===== src/rtl/riscv_pkg.sv =====
// Shared RV32M multiply/divide types: funct3 operation encodings, FSM states, iteration count.
package riscv_pkg;

  typedef enum logic [2:0] {
    OP_MUL    = 3'b000,
    OP_MULH   = 3'b001,
    OP_MULHSU = 3'b010,
    OP_MULHU  = 3'b011,
    OP_DIV    = 3'b100,
    OP_DIVU   = 3'b101,
    OP_REM    = 3'b110,
    OP_REMU   = 3'b111
  } muldiv_op_e;

  typedef enum logic [1:0] {
    MD_IDLE = 2'd0,
    MD_BUSY = 2'd1,
    MD_DONE = 2'd2
  } md_state_e;

  localparam int MD_ITER = 32;

endpackage


===== src/rtl/muldiv_signfix.sv =====
// Combinational sign helpers: 33-bit magnitudes of both operands and a 64-bit conditional negate.
module muldiv_signfix (
  input  logic [31:0] a_i,
  input  logic        a_signed_i,
  input  logic [31:0] b_i,
  input  logic        b_signed_i,
  input  logic [63:0] res_i,
  input  logic        res_neg_i,
  output logic [32:0] a_abs_o,
  output logic [32:0] b_abs_o,
  output logic        a_neg_o,
  output logic        b_neg_o,
  output logic [63:0] res_o
);

  function automatic logic [32:0] abs33(input logic [31:0] v, input logic s);
    logic [32:0] ext;
    ext = {s & v[31], v};
    return ext[32] ? (33'd0 - ext) : ext;
  endfunction

  assign a_abs_o = abs33(a_i, a_signed_i);
  assign b_abs_o = abs33(b_i, b_signed_i);
  assign a_neg_o = a_signed_i & a_i[31];
  assign b_neg_o = b_signed_i & b_i[31];
  assign res_o   = res_neg_i ? (64'd0 - res_i) : res_i;

endmodule


===== src/rtl/ex_muldiv_unit.sv =====
// Iterative RV32M multiply/divide engine in EX: radix-2 shift-add multiply, restoring divide.
// Define MULDIV_FAST_MUL_EN to resolve multiplies in the start cycle with a single multiplier.
module ex_muldiv_unit
  import riscv_pkg::*;
#(
  parameter int XLEN = 32
) (
  input  logic            clk,
  input  logic            reset,
  input  logic            MulDivE,
  input  logic [2:0]      funct3E,
  input  logic [XLEN-1:0] SrcAE,
  input  logic [XLEN-1:0] SrcBE,
  input  logic            KillE,
  output logic            StallMD,
  output logic            DoneE,
  output logic [XLEN-1:0] ResultMD
);

  md_state_e   state_q, state_d;
  muldiv_op_e  op_q, op_d;
  logic [4:0]  cnt_q, cnt_d;
  logic [32:0] a_q, a_d, b_q, b_d;
  logic [63:0] acc_q, acc_d;
  logic        neg_q, neg_d;
  logic [31:0] result_q, result_d;
  logic        done_q, done_d;

  muldiv_op_e  op_s;
  logic        is_div_s, is_rem_s, a_sgn_s, b_sgn_s, a_neg_s, b_neg_s, neg_s;
  logic        div_zero_s, ovf_s, start_s;
  logic [32:0] a_abs_s, b_abs_s;
  logic [32:0] mul_sum_s, div_shift_s, div_diff_s;
  logic [63:0] step_acc_s, fin_acc_s, fix_in_s, fix_out_s;
  muldiv_op_e  fin_op_s;
  logic        fin_neg_s;
  logic [31:0] fin_result_s;

  assign op_s       = muldiv_op_e'(funct3E);
  assign is_div_s   = funct3E[2];
  assign is_rem_s   = funct3E[2] & funct3E[1];
  assign a_sgn_s    = (op_s == OP_MULH) | (op_s == OP_MULHSU) | (op_s == OP_DIV) | (op_s == OP_REM);
  assign b_sgn_s    = (op_s == OP_MULH) | (op_s == OP_DIV) | (op_s == OP_REM);
  // Remainder follows the dividend; everything else takes the product/quotient sign.
  assign neg_s      = is_rem_s ? a_neg_s : (a_neg_s ^ b_neg_s);
  assign div_zero_s = is_div_s & (SrcBE == 32'd0);
  assign ovf_s      = is_div_s & a_sgn_s & (SrcAE == 32'h8000_0000) & (SrcBE == 32'hFFFF_FFFF);
  assign start_s    = (state_q == MD_IDLE) & MulDivE & ~KillE;
  assign StallMD    = start_s | (state_q == MD_BUSY);
  assign DoneE      = done_q;
  assign ResultMD   = result_q;

  muldiv_signfix u_signfix (
    .a_i        (SrcAE),
    .a_signed_i (a_sgn_s),
    .b_i        (SrcBE),
    .b_signed_i (b_sgn_s),
    .res_i      (fix_in_s),
    .res_neg_i  (fin_neg_s),
    .a_abs_o    (a_abs_s),
    .b_abs_o    (b_abs_s),
    .a_neg_o    (a_neg_s),
    .b_neg_o    (b_neg_s),
    .res_o      (fix_out_s)
  );

  // One radix-2 step: acc holds {hi, lo} for multiply and {remainder, dividend/quotient} for divide.
  always_comb begin
    mul_sum_s   = {1'b0, acc_q[63:32]} + (acc_q[0] ? a_q : 33'd0);
    div_shift_s = {acc_q[63:32], acc_q[31]};
    div_diff_s  = div_shift_s - b_q;
    if (op_q[2]) begin
      if (div_diff_s[32]) begin
        step_acc_s = {div_shift_s[31:0], acc_q[30:0], 1'b0};
      end else begin
        step_acc_s = {div_diff_s[31:0], acc_q[30:0], 1'b1};
      end
    end else begin
      step_acc_s = {mul_sum_s, acc_q[31:1]};
    end
  end

`ifdef MULDIV_FAST_MUL_EN
  logic [63:0] fast_prod_s;
  assign fast_prod_s = 64'(a_abs_s) * 64'(b_abs_s);

  // In IDLE the result path sees the live operands so a multiply can finish at the start edge.
  always_comb begin
    if (state_q == MD_IDLE) begin
      fin_op_s  = op_s;
      fin_neg_s = neg_s;
      fin_acc_s = fast_prod_s;
    end else begin
      fin_op_s  = op_q;
      fin_neg_s = neg_q;
      fin_acc_s = step_acc_s;
    end
  end
`else
  assign fin_op_s  = op_q;
  assign fin_neg_s = neg_q;
  assign fin_acc_s = step_acc_s;
`endif

  // Pick the quotient/remainder half for divides, then the output word after sign correction.
  always_comb begin
    if (fin_op_s[2]) begin
      fix_in_s = {32'd0, (fin_op_s[1] ? fin_acc_s[63:32] : fin_acc_s[31:0])};
    end else begin
      fix_in_s = fin_acc_s;
    end
    if ((fin_op_s == OP_MUL) || fin_op_s[2]) begin
      fin_result_s = fix_out_s[31:0];
    end else begin
      fin_result_s = fix_out_s[63:32];
    end
  end

  // Next-state logic for the IDLE/BUSY/DONE sequencer and its datapath.
  always_comb begin
    state_d  = state_q;
    op_d     = op_q;
    cnt_d    = cnt_q;
    a_d      = a_q;
    b_d      = b_q;
    acc_d    = acc_q;
    neg_d    = neg_q;
    result_d = result_q;
    done_d   = 1'b0;
    case (state_q)
      MD_IDLE: begin
        if (start_s) begin
          op_d  = op_s;
          a_d   = a_abs_s;
          b_d   = b_abs_s;
          neg_d = neg_s;
          cnt_d = 5'd0;
          acc_d = is_div_s ? {32'd0, a_abs_s[31:0]} : {32'd0, b_abs_s[31:0]};
          if (div_zero_s) begin
            state_d  = MD_DONE;
            result_d = is_rem_s ? SrcAE : 32'hFFFF_FFFF;
            done_d   = 1'b1;
          end else if (ovf_s) begin
            state_d  = MD_DONE;
            result_d = is_rem_s ? 32'd0 : 32'h8000_0000;
            done_d   = 1'b1;
`ifdef MULDIV_FAST_MUL_EN
          end else if (!is_div_s) begin
            state_d  = MD_DONE;
            result_d = fin_result_s;
            done_d   = 1'b1;
`endif
          end else begin
            state_d = MD_BUSY;
          end
        end else begin
          state_d = MD_IDLE;
        end
      end
      MD_BUSY: begin
        if (KillE) begin
          state_d = MD_IDLE;
          cnt_d   = 5'd0;
        end else begin
          acc_d = step_acc_s;
          cnt_d = cnt_q + 5'd1;
          if (cnt_q == 5'(MD_ITER - 1)) begin
            state_d  = MD_DONE;
            result_d = fin_result_s;
            done_d   = 1'b1;
          end else begin
            state_d = MD_BUSY;
          end
        end
      end
      MD_DONE: begin
        state_d = MD_IDLE;
      end
      default: begin
        state_d = MD_IDLE;
      end
    endcase
  end

  // State and output registers.
  always_ff @(posedge clk or posedge reset) begin
    if (reset) begin
      state_q  <= MD_IDLE;
      op_q     <= OP_MUL;
      cnt_q    <= 5'd0;
      a_q      <= 33'd0;
      b_q      <= 33'd0;
      acc_q    <= 64'd0;
      neg_q    <= 1'b0;
      result_q <= 32'd0;
      done_q   <= 1'b0;
    end else begin
      state_q  <= state_d;
      op_q     <= op_d;
      cnt_q    <= cnt_d;
      a_q      <= a_d;
      b_q      <= b_d;
      acc_q    <= acc_d;
      neg_q    <= neg_d;
      result_q <= result_d;
      done_q   <= done_d;
    end
  end

endmodule

===== config.mk =====
export PLATFORM = sky130hd
export DESIGN_NAME = ex_muldiv_unit
export DESIGN_NICKNAME = d
export VERILOG_FILES = /design/src/rtl/riscv_pkg.sv /design/src/rtl/muldiv_signfix.sv /design/src/rtl/ex_muldiv_unit.sv
export SDC_FILE = /design/constraint.sdc
export NUM_CORES = 1
export LEC_CHECK = 0
export BUFFER_PORTS_ARGS = -buffer_cell sky130_fd_sc_hd__buf_2
export CORE_MARGIN = 2
export CORE_UTILIZATION = 43
export CTS_CLUSTER_DIAMETER = 80
export CTS_CLUSTER_SIZE = 20
export DETAILED_ROUTE_END_ITERATION = 6
export SLEW_MARGIN = 10
export SYNTH_ARGS = -nofsm -noshare
export SYNTH_HDL_FRONTEND = slang
export SYNTH_SLANG_ARGS = --single-unit
export TNS_END_PERCENT = 100

===== constraint.sdc =====
create_clock -name clk -period 9.1 [get_ports clk]
set_input_delay 1.365 -clock clk [delete_from_list [all_inputs] [get_ports clk]]
set_output_delay 1.365 -clock clk [all_outputs]
set_load 0.1 [all_outputs]

==> metrics.txt <==
required time at the worst-slack endpoint 9.51 ns; min cycle time layout slightly below 7 ns; number of antenna violations at the first check in global routing 3; Post-CTS Hold Buffers 0; layout cell share with drive strength beyond 1 a little over a tenth; setup repair bufs after CTS 0; Setup WS post-layout roughly 2.3 ns; post-synthesis cell type count 96; remaining routing DRC violations 0; final layout net count approximately 2.5k; CP Launch Point acc_q[31]$_DFFE_PP0P_; number of cells on the worst reg-to-reg path 23; effective utilization at floorplan 43.5%; most used flip-flop cell after synthesis sky130_fd_sc_hd__dfrtp_1; cells along the critical path inv_1 -> ha_1 -> inv_1 -> fa_1 -> nand3_1 -> a21oi_1 -> o211ai_1 -> o211ai_4 -> o21ai_2 -> nor2_2 -> a21oi_1 -> nand2_1 -> o21ai_0 -> ha_1 -> inv_1 -> o41ai_2 -> a31oi_1 -> or4_4 -> or4b_4 -> or3_1 -> or3_1 -> a21oi_1 -> o22a_1; Worst Max-Slew Pin Slew between 1 and 1.5 ns; final core occ between 40% and 50%; achievable frequency around 150 MHz; post-route setup TNS 0 ns; overall fraction of global-route tracks in use a little under two fifths; worst slew margin relative to its limit about 26%; end of the worst register-to-register path ResultMD[6]$_DFFE_PP0P_; Die Outline Area approximately 0.042 mm^2; crit path kind flip-flop to flip-flop; average footprint of a synthesized cell ~7.3 um^2; Max Slew Vio Count 0; pwr dens 325 mW/mm^2; overall die height ~200 um; first-pass GRT wire length between 100000 and 150000 um; flop and latch count out of synthesis around 170; count of input and output buffers between 100 and 150; CTS tree built; data arrival at the endpoint of the critical path 7.17 ns; number of enable flip-flop cells after synthesis 0; worst setup slack after placement about 2.6 ns; post-route antenna net violation count 0; maximum vdd ir drop ~190 uV; R2R setup slack approximately 2.3 ns; result of the run complete, no violations; Sequential cell area 0.00436 mm^2; Detailed Place HPWL around 63000 um; floorplan core area between 0.03 and 0.04 mm^2; RSZ-0062 raised after global routing false; total number of vias 18.9k; Routed wire per std cell roughly 27 um; latest clock arrival within the worst-skew pair between 0.4 and 0.5 ns; CP Max Fanout 14; crit path capture type flip-flop; total number of yosys warnings 0; number of clock sinks 174; max-capacitance violation count 0; Rows 73; via count of the first global-routing pass approximately 17k; Layout Area Growth over Synthesis 8.26%; crit path to ResultMD[6]$_DFFE_PP0P_; global route overflow 0; cell with the largest stage delay on the worst path sky130_fd_sc_hd__o21ai_2; Tcrit/Tclk final around 74%; fill cell instance count of the final layout around 4.2k; gpl congestion approximately 1; clock-pin slew on the worst setup and hold paths about 0.08 ns; Worst R2R Start acc_q[31]$_DFFE_PP0P_; Leak Pwr just under 8 nW; number of nets produced by synthesis about 2.5k; number of clock buffers inserted by TritonCTS 17; count of inserted antenna diode cells 0; proportion of synthesized chip area in sequential cells 25.2%; number of top-level pins between 100 and 150; router iterations before antenna repair 7; CTS max path bufs 2; count of non-filler cells in the finished layout between 2k and 3k; Layout Skew 0.0110 ns; Detailed Route Iter0 Violations 2393; Final Hold Fails 0; total instance count after detailed placement approximately 2.9k; level count of the clock H-tree 4; die width between 200 and 250 um; kind of start point of the critical path flip-flop; cell at the root of the clock tree sky130_fd_sc_hd__clkbuf_16; leading cell type in the layout, fill and taps excluded sky130_fd_sc_hd__nand2_1; cell area after synthesis ~0.017 mm^2; Syn Inst Count 2356; class of the tightest hold or removal check flip-flop to flip-flop; commonest cells after routing, fill and taps aside 291 x sky130_fd_sc_hd__nand2_1, 254 x sky130_fd_sc_hd__nor2_1, 224 x sky130_fd_sc_hd__o21ai_0, 208 x sky130_fd_sc_hd__a21oi_1, 172 x sky130_fd_sc_hd__dfrtp_1; Resized cells post-CTS 0; largest net degree at the start of global routing approximately 100; async set-reset flop share out of synthesis 100%; final wirelength 79400 um; slowest stage delay, CP roughly 0.7 ns; post-DR vias/cell ~6.5; Setup violations, final 0; area of the multi-input gates ~0.012 mm^2
report_power, final:
part	internal [mW]	switching, mW
clock network	0.390	0.375
registers	0.944	0.254
logic	1.36	2.76
total	2.70	3.39
cells by family after synthesis:
| family | share of synthesized area (%) |
|---|---|
| fa+ha+maj | 5.30 |
| simple gates | 24.5 |
| flops | 25.2 |
| xor+xnor | 6.79 |
| buf+inv | 5.15 |
| mux | 4.74 |
| compound gates | 28.3 |
synthesized netlist by cell type (31+ instances only):
| cell type | count | area, um^2 |
|---|---|---|
| sky130_fd_sc_hd__nor3_1 | 71 | 355 |
| sky130_fd_sc_hd__a21oi_1 | 208 | 1040 |
| sky130_fd_sc_hd__o21ai_0 | 225 | 1130 |
| sky130_fd_sc_hd__nand2_1 | 292 | 1100 |
| sky130_fd_sc_hd__nand4_1 | 35 | 219 |
| sky130_fd_sc_hd__o31ai_1 | 39 | 293 |
| sky130_fd_sc_hd__clkbuf_1 | 119 | 447 |
| sky130_fd_sc_hd__xor2_1 | 48 | 420 |
| sky130_fd_sc_hd__dfrtp_1 | 174 | 4350 |
| sky130_fd_sc_hd__a211oi_1 | 33 | 248 |
| sky130_fd_sc_hd__xnor2_1 | 86 | 753 |
| sky130_fd_sc_hd__nand3_1 | 37 | 185 |
| sky130_fd_sc_hd__nor2_1 | 256 | 961 |
| sky130_fd_sc_hd__a31oi_1 | 32 | 200 |
| sky130_fd_sc_hd__and2_1 | 51 | 319 |
| sky130_fd_sc_hd__mux2i_1 | 47 | 470 |
| sky130_fd_sc_hd__mux2_2 | 31 | 349 |
| sky130_fd_sc_hd__ha_1 | 70 | 876 |
| sky130_fd_sc_hd__inv_1 | 71 | 267 |
how the worst min path moves through the flow:
stage	end	slack, ns	cells past startpoint	start
2_1_floorplan	a_q[31]$_DFFE_PP0P_	0.44	2	a_q[31]$_DFFE_PP0P_
3_3_place_gp	a_q[22]$_DFFE_PP0P_	0.45	2	a_q[22]$_DFFE_PP0P_
5_1_grt	a_q[8]$_DFFE_PP0P_	0.51	2	a_q[8]$_DFFE_PP0P_
6_report	a_q[23]$_DFFE_PP0P_	0.48	2	a_q[23]$_DFFE_PP0P_
4_1_cts	a_q[23]$_DFFE_PP0P_	0.48	2	a_q[23]$_DFFE_PP0P_
3_5_place_dp	a_q[23]$_DFFE_PP0P_	0.46	2	a_q[23]$_DFFE_PP0P_
through the flow:
| stage | total power [mW] | area, um^2 | hold slack (ns) |
|---|---|---|---|
| 6_report | 6.08 | 18700 | 0.477 |
| 5_1_grt | 6.41 | 18700 | 0.509 |
| 4_1_cts | 5.95 | 18700 | 0.481 |
| 3_5_place_dp | 5.18 | 18100 | 0.464 |
| 3_3_place_gp | 5.16 | 18100 | 0.454 |
| 2_1_floorplan | 3.89 | 17300 | 0.438 |
sequential cells by signal, indices dropped and copies added (netlist names):
signal / count
b_q: 33
state_q: 2
cnt_q: 5
a_q: 33
fin_neg_s: 1
acc_q: 64
ResultMD: 32
DoneE: 1
fin_op_s: 3
area by class of cell:
type                            instances  area share [%]
Inverter                               73            1.49
Sequential cell                       174            23.3
Multi-Input combinational cell       1957            64.6
Timing Repair Buffer                  136            4.07
Clock inverter                         14           0.729
Clock buffer                           18            2.35
Tap cell                              525            3.51
critical path: cells and delay by family (launching register included):
family,cells,cell delay (ns)
simple gates,7,2.66
compound gates,10,2.50
fa+ha+maj,3,0.85
flops,1,0.42
buf+inv,3,0.27
routing by layer:
layer | global-route usage (%) | vias up | part of all wire (%)
met1 | 49.7 | 9112 | 41
met4 | 20.7 | 4 | 6.1
met5 | 0 | - | 0.040
met2 | 56.5 | 1054 | 43
li1 | - | 8544 | -
met3 | 9.02 | 210 | 9.9
Note: power is estimated with default switching activity, not from simulation.
